File: src/rtl/clint_wbs.sv
// Machine timer / software-interrupt block on a Wishbone responder port.
// Single-word accesses, one cycle of latency, at most one access every two cycles.
module clint_wbs #(
  parameter int unsigned TICK_DIV     = 1,
  parameter logic [63:0] MTIMECMP_RST = 64'hFFFF_FFFF_FFFF_FFFF,
  parameter bit          ERR_UNMAPPED = 1'b1
) (
  input  logic        clk_i,
  input  logic        rst_ni,
  input  logic        wbs_cyc_i,
  input  logic        wbs_stb_i,
  input  logic        wbs_we_i,
  input  logic [3:0]  wbs_sel_i,
  input  logic [31:0] wbs_addr_i,
  input  logic [31:0] wbs_dat_i,
  output logic [31:0] wbs_dat_o,
  output logic        wbs_ack_o,
  output logic        wbs_err_o,
  output logic        xint_mtip_o,
  output logic        xint_msip_o
);

  localparam int unsigned PW = (TICK_DIV > 1) ? $clog2(TICK_DIV) : 1;

  typedef enum logic {IDLE, RESP} state_t;

  state_t        state;
  logic          ack_q, err_q;
  logic [31:0]   rdata_q;
  logic          msip, msip_q, mtip_q;
  logic [63:0]   mtime, mtimecmp;
  logic [PW-1:0] presc;

  logic          accept, hit, wr_en, tick;
  logic [31:0]   rd_word;
  logic [63:0]   mtime_nxt, mtimecmp_nxt;
  logic          msip_nxt;
  logic          unused_addr;

  assign unused_addr = ^wbs_addr_i[31:5];

  function automatic logic [31:0] merge_lanes(input logic [31:0] old_w,
                                              input logic [31:0] new_w,
                                              input logic [3:0]  sel);
    merge_lanes = old_w;
    for (int unsigned i = 0; i < 4; i++)
      if (sel[i]) merge_lanes[8*i +: 8] = new_w[8*i +: 8];
  endfunction

  assign accept = (state == IDLE) && wbs_cyc_i && wbs_stb_i;
  assign wr_en  = accept && wbs_we_i && hit;
  assign tick   = (presc == PW'(TICK_DIV - 1));

  always_comb begin
    hit     = 1'b0;
    rd_word = '0;
    if (wbs_addr_i[1:0] == 2'b00) begin
      case (wbs_addr_i[4:2])
        3'd0: begin hit = 1'b1; rd_word = {31'b0, msip};     end
        3'd2: begin hit = 1'b1; rd_word = mtimecmp[31:0];    end
        3'd3: begin hit = 1'b1; rd_word = mtimecmp[63:32];   end
        3'd4: begin hit = 1'b1; rd_word = mtime[31:0];       end
        3'd5: begin hit = 1'b1; rd_word = mtime[63:32];      end
        default: ;
      endcase
    end
  end

  // A bus write to either mtime word replaces the whole increment for that cycle.
  always_comb begin
    mtime_nxt    = tick ? mtime + 64'd1 : mtime;
    mtimecmp_nxt = mtimecmp;
    msip_nxt     = msip;
    if (wr_en) begin
      case (wbs_addr_i[4:2])
        3'd0: if (wbs_sel_i[0]) msip_nxt = wbs_dat_i[0];
        3'd2: mtimecmp_nxt[31:0]  = merge_lanes(mtimecmp[31:0], wbs_dat_i, wbs_sel_i);
        3'd3: mtimecmp_nxt[63:32] = merge_lanes(mtimecmp[63:32], wbs_dat_i, wbs_sel_i);
        3'd4: mtime_nxt = {mtime[63:32], merge_lanes(mtime[31:0], wbs_dat_i, wbs_sel_i)};
        3'd5: mtime_nxt = {merge_lanes(mtime[63:32], wbs_dat_i, wbs_sel_i), mtime[31:0]};
        default: ;
      endcase
    end
  end

  always_ff @(posedge clk_i or negedge rst_ni) begin
    if (!rst_ni) begin
      state    <= IDLE;
      ack_q    <= 1'b0;
      err_q    <= 1'b0;
      rdata_q  <= '0;
      msip     <= 1'b0;
      msip_q   <= 1'b0;
      mtip_q   <= 1'b0;
      mtime    <= '0;
      mtimecmp <= MTIMECMP_RST;
      presc    <= '0;
    end else begin
      mtime    <= mtime_nxt;
      mtimecmp <= mtimecmp_nxt;
      msip     <= msip_nxt;
      msip_q   <= msip;
      mtip_q   <= (mtime_nxt >= mtimecmp_nxt);
      presc    <= tick ? '0 : presc + PW'(1);
      case (state)
        IDLE: begin
          if (accept) begin
            state   <= RESP;
            ack_q   <= hit | ~ERR_UNMAPPED;
            err_q   <= ~hit & ERR_UNMAPPED;
            rdata_q <= (hit && !wbs_we_i) ? rd_word : '0;
          end
        end
        RESP: begin
          state   <= IDLE;
          ack_q   <= 1'b0;
          err_q   <= 1'b0;
          rdata_q <= '0;
        end
        default: state <= IDLE;
      endcase
    end
  end

  assign wbs_ack_o   = ack_q & wbs_cyc_i;
  assign wbs_err_o   = err_q & wbs_cyc_i;
  assign wbs_dat_o   = wbs_ack_o ? rdata_q : '0;
  assign xint_mtip_o = mtip_q;
  assign xint_msip_o = msip_q;

endmodule

File: config.mk
export PLATFORM = sky130hd
export DESIGN_NAME = clint_wbs
export DESIGN_NICKNAME = d
export VERILOG_FILES = /design/src/rtl/clint_wbs.sv
export SDC_FILE = /design/constraint.sdc
export NUM_CORES = 1
export LEC_CHECK = 0
export CAP_MARGIN = 0
export CORE_ASPECT_RATIO = 1.2
export CORE_MARGIN = 2
export CORE_UTILIZATION = 30
export CTS_BUF_LIST = sky130_fd_sc_hd__clkbuf_4 sky130_fd_sc_hd__clkbuf_8 sky130_fd_sc_hd__clkbuf_16
export DETAILED_ROUTE_END_ITERATION = 8
export PLACE_DENSITY = 0.46
export SYNTH_ARGS = -nofsm -noshare
export SYNTH_HDL_FRONTEND = slang
export SYNTH_SLANG_ARGS = --single-unit
File: constraint.sdc
create_clock -name clk_i -period 3.7 [get_ports clk_i]
set_input_delay 0.37 -clock clk_i [delete_from_list [all_inputs] [get_ports clk_i]]
set_output_delay 0.37 -clock clk_i [all_outputs]
set_load 0.01 [all_outputs]
==> key figures <==
Run status
  • Run status: finished clean

Job
  • Max Cap Violations: 0

Cells and area
  • Area occupied by multi-input gates: 6600 µm²
  • Number of nets in the layout: 1571
  • Antenna Diode Count: 0
  • Number of filler cells placed in the layout: 3675
  • Layout area overhead: 33.6%
  • Fraction of layout instances using a drive strength above 1: 31.7%
  • Sequential standard cell area: 4230 µm²

Synth
  • Complex-gate fraction of the synthesized area: 17.7%
  • Post-synthesis share of cell area spent on xor and xnor gates: 1.81%
  • Predominant post-synthesis flop cell: dfrtp_1
  • Synthesized netlist net count: 1293
  • Average footprint of a synthesized cell: 9.64 µm²
  • Post-synthesis adder-cell area fraction: 7.30%
  • Area share of the largest cell type after synthesis: 22.9%
  • Post-synth EDFFs: 0
  • Number of unique standard cell types used by synthesis: 71
  • Proportion of synthesized flip-flops having asynchronous set or reset: 100%
  • Main combinational cell family by area after synthesis: simple AND/OR/NAND/NOR gates
  • Dominant cells by area after synthesis: dfrtp_1 23%, dfstp_2 15%, ha_1 7.3%
  • Multiplexer area fraction after synthesis: 12.8%
  • Synth Warn #: 0
  • Flip-flop and latch count after synthesis: 166
  • Total standard cell area after synthesis: 11100 µm²
  • Fraction of the yosys area taken by sequential cells: 38.0%
  • Library cell occupying the most area in the post-synthesis netlist: dfrtp_1
  • Number of instances in the synthesized netlist: 1155
  • Simple-gate share of the synthesized area: 18.7%

Placement
  • HPWL reported at the end of detailed placement: 30400 µm
  • Pre-CTS WS: -451 ps
  • Routability congestion estimate from global placement: 0.863
  • Input/output buffers: 81

Die
  • Number of placement rows: 77
  • Initial standard-cell utilization of the core: 30.3%
  • Die outline height: 215 µm
  • Core Region: 36700 µm²
  • Total I/O pin count: 109
  • Overall die width: 180 µm
  • Die Outline Area: 38700 µm²

Drt
  • Wire length on met2: 20800 µm
  • Initial drt markers: 629
  • Via count: 10200
  • DR WL/cell: 20.7 µm
  • Wirelength, routed: 39700 µm
  • Top routing layer used: met4
  • Antenna violation net count after detailed routing: 0
  • Met1 layer wirelength in the final routing: 17100 µm
  • Length of routed met3 wiring: 1010 µm
  • Number of iterations in the first detailed-routing pass: 7
  • Vias per inst: 5.32
  • Number of DRC violations after detailed routing: 0

GRT
  • Pin count of the biggest net entering global routing: 76
  • Vias in the first global route: 10500
  • Number of antenna violations at the first check in global routing: 0
  • Overall routing resource usage: 20.6%
  • GRT overflow: 0
  • First-pass GRT wire length: 62100 µm

Critical path
  • Critical path capture point type: flop
  • Worst setup path endpoint: xint_mtip_o$_DFF_PN0_
  • Critical path type: reg2reg
  • Element type at the critical path start: flop
  • Slack of the worst reg-to-reg path: 210 ps
  • Worst Reg2Reg Path Length in Cells: 15
  • CP Data Arrival Time: 3800 ps
  • Largest fanout of any net on the critical path: 4
  • End of the worst register-to-register path: xint_mtip_o$_DFF_PN0_
  • Data required time at the worst endpoint: 4010 ps
  • Worst Setup SP: mtime[15]$_DFF_PN0_
  • Start of the worst register-to-register path: mtime[15]$_DFF_PN0_

CTS
  • Max H-tree Level: 4
  • Clock tree sinks: 166
  • Clock tree from TritonCTS: yes
  • Clock buffers created by TritonCTS: 17
  • Clock Tree Buf Depth: 2
  • Clock Pin Slew Worst Setup and Hold Paths: 70 ps
  • Root cell of the clock tree: clkbuf_16
  • Clock latency reported for the late side of the worst-skew pair: 450 ps

Timing
  • Fin crit share: 94.2%
  • Final slew viol count: 0
  • Finish-stage setup viols: 0
  • Max frequency: 0.287 GHz
  • Setup repair after global routing missed its margin: no
  • Worst-margin pin slew: 828 ps
  • Post-route worst setup slack: 214 ps
  • Final Critical Period: 3490 ps
  • Number of endpoints with negative hold slack in the final report: 0
  • Worst max-slew margin expressed relative to the limit: 44.8%
  • Worst Clk Skew: 16.5 ps

Power and ir drop
  • Peak ir drop on the vdd network: 305 µV
  • Total power of the final layout: 5310 µW
  • Static power due to leakage: 0.00662 µW
  • Total power divided by cell area: 357 nW/µm²

Worst hold path
  • Worst min-delay path class: reg2reg
-- metrics by stage --
| step | util (%) | setup TNS, ps | cells | hold slack, ps | cell area [µm²] |
|---|---|---|---|---|---|
| 2_1_floorplan | - | 0 | 1155 | 74.4 | 11100 |
| 3_3_place_gp | 38.6 | -456 | 1885 | 385 | 14200 |
| 3_5_place_dp | 38.6 | -451 | 1885 | 391 | 14200 |
| 4_1_cts | 40.3 | 0 | 1918 | 405 | 14800 |
| 5_1_grt | 40.5 | 0 | 1920 | 429 | 14900 |
| 6_report | 40.5 | 0 | 1920 | 400 | 14900 |
-- final cells by class --
class                   instances  area share, %
clock inverters                11           1.01
well taps                     474           3.99
clock buffers                  21           3.06
multi-input cells             904           44.3
inverters                      10          0.252
repair buffers                334           18.9
flip-flops and latches        166           28.5
-- state kept, by name, summed over array words and instances, names as in the netlist --
register     cells
xint_msip_o      1
mtimecmp        64
ack_q            1
state            1
xint_mtip_o      1
rdata_q         32
mtime           64
err_q            1
msip             1
-- Yosys cell counts, drive strengths merged (6+ instances only) --
cell    count
a211oi     11
a21o        6
a21oi      59
a221oi     40
a22o       31
a31oi      11
a32o        8
and2        9
and3       59
and4        9
buf        23
clkbuf     52
dfrtp     102
dfstp      64
ha         65
inv        10
mux2       68
mux2i      66
nand2     121
nand2b      7
nand3      41
nand4      35
nor2       54
nor3       19
nor4       11
o211ai      9
o21ai      79
or3         6
xnor2      13
xor2       10
-- cell families after synthesis --
group                      Yosys count
muxes                              134
DFF                                166
adders and majority gates           65
xor gates and xnor gates            23
buffers and inverters               85
and+or+nand+nor                    391
AOI/OAI and AO/OA                  291
-- worst max-delay path, stage by stage, from the launching register on --
cell and delay [ps]:
dfrtp_1 360, and4_2 260, nor4b_4 190, buf_4 180, nand3_1 120, buf_4 160
or2_0 220, buf_4 150, nor4b_1 320, a221o_1 210, ha_1 240, and4_1 210
a221oi_2 320, nor2b_1 100, a2111oi_2 220, nand3_1 100
-- power by group --
part	total (µW)	switching, µW	internal, µW
sequential	2080	110	1970
combinational	1330	714	614
clock	1900	804	1100
total	5310	1630	3680
-- worst min path at each step --
stage / start / to / slack, ps / cells after the start
final: msip$_DFFE_PN0P_ / xint_msip_o$_DFF_PN0_ / 400 / 0
after global routing: msip$_DFFE_PN0P_ / xint_msip_o$_DFF_PN0_ / 430 / 0
after CTS: msip$_DFFE_PN0P_ / xint_msip_o$_DFF_PN0_ / 410 / 0
after detailed placement: msip$_DFFE_PN0P_ / xint_msip_o$_DFF_PN0_ / 390 / 0
after global placement: msip$_DFFE_PN0P_ / xint_msip_o$_DFF_PN0_ / 380 / 0
after floorplan: rst_ni / ack_q$_DFFE_PN0P_ / 70 / 0
-- metal layers --
metal / GRT usage [%] / vias to the layer above
met5: 0 / -
met4: 5.34 / 0
met3: 2.44 / 36
met2: 37.8 / 184
met1: 25.6 / 5036
li1: - / 4954
-- what timing repair did --
item,4_1_cts,5_1_grt
hold endpoints to repair,4,0
resized for setup,2,26
buffers inserted,0,2
setup endpoints to repair,1,1
hold buffers,1,0
pin swaps,0,6
-- cell usage in the layout (no fill, tap or decap), types with 5 or more instances in the layout --
| cell type | instances |
|---|---|
| o211ai_1 | 9 |
| xnor2_1 | 13 |
| buf_4 | 243 |
| ha_1 | 64 |
| nand3_1 | 39 |
| nor2b_1 | 5 |
| a221o_1 | 5 |
| a31oi_1 | 11 |
| a21o_1 | 6 |
| dfstp_2 | 64 |
| nand2_1 | 119 |
| xor2_1 | 10 |
| mux2_2 | 68 |
| nor3_1 | 15 |
| clkbuf_16 | 17 |
| mux2i_1 | 66 |
| nand2b_1 | 7 |
| and3_2 | 5 |
| buf_12 | 7 |
| nor2_2 | 5 |
| a211o_1 | 5 |
| clkdlybuf4s50_1 | 80 |
| and3_1 | 54 |
| and2_1 | 9 |
| inv_1 | 10 |
| dfrtp_1 | 102 |
| a22o_1 | 31 |
| a211oi_1 | 10 |
| or3_1 | 6 |
| nand4_1 | 32 |
| a21oi_1 | 57 |
| a32o_1 | 8 |
| and4_1 | 5 |
| nor2_1 | 49 |
| a221oi_1 | 37 |
| o21ai_0 | 76 |
| nor4_1 | 7 |
No activity file was read; power rests on OpenSTA's default activity.
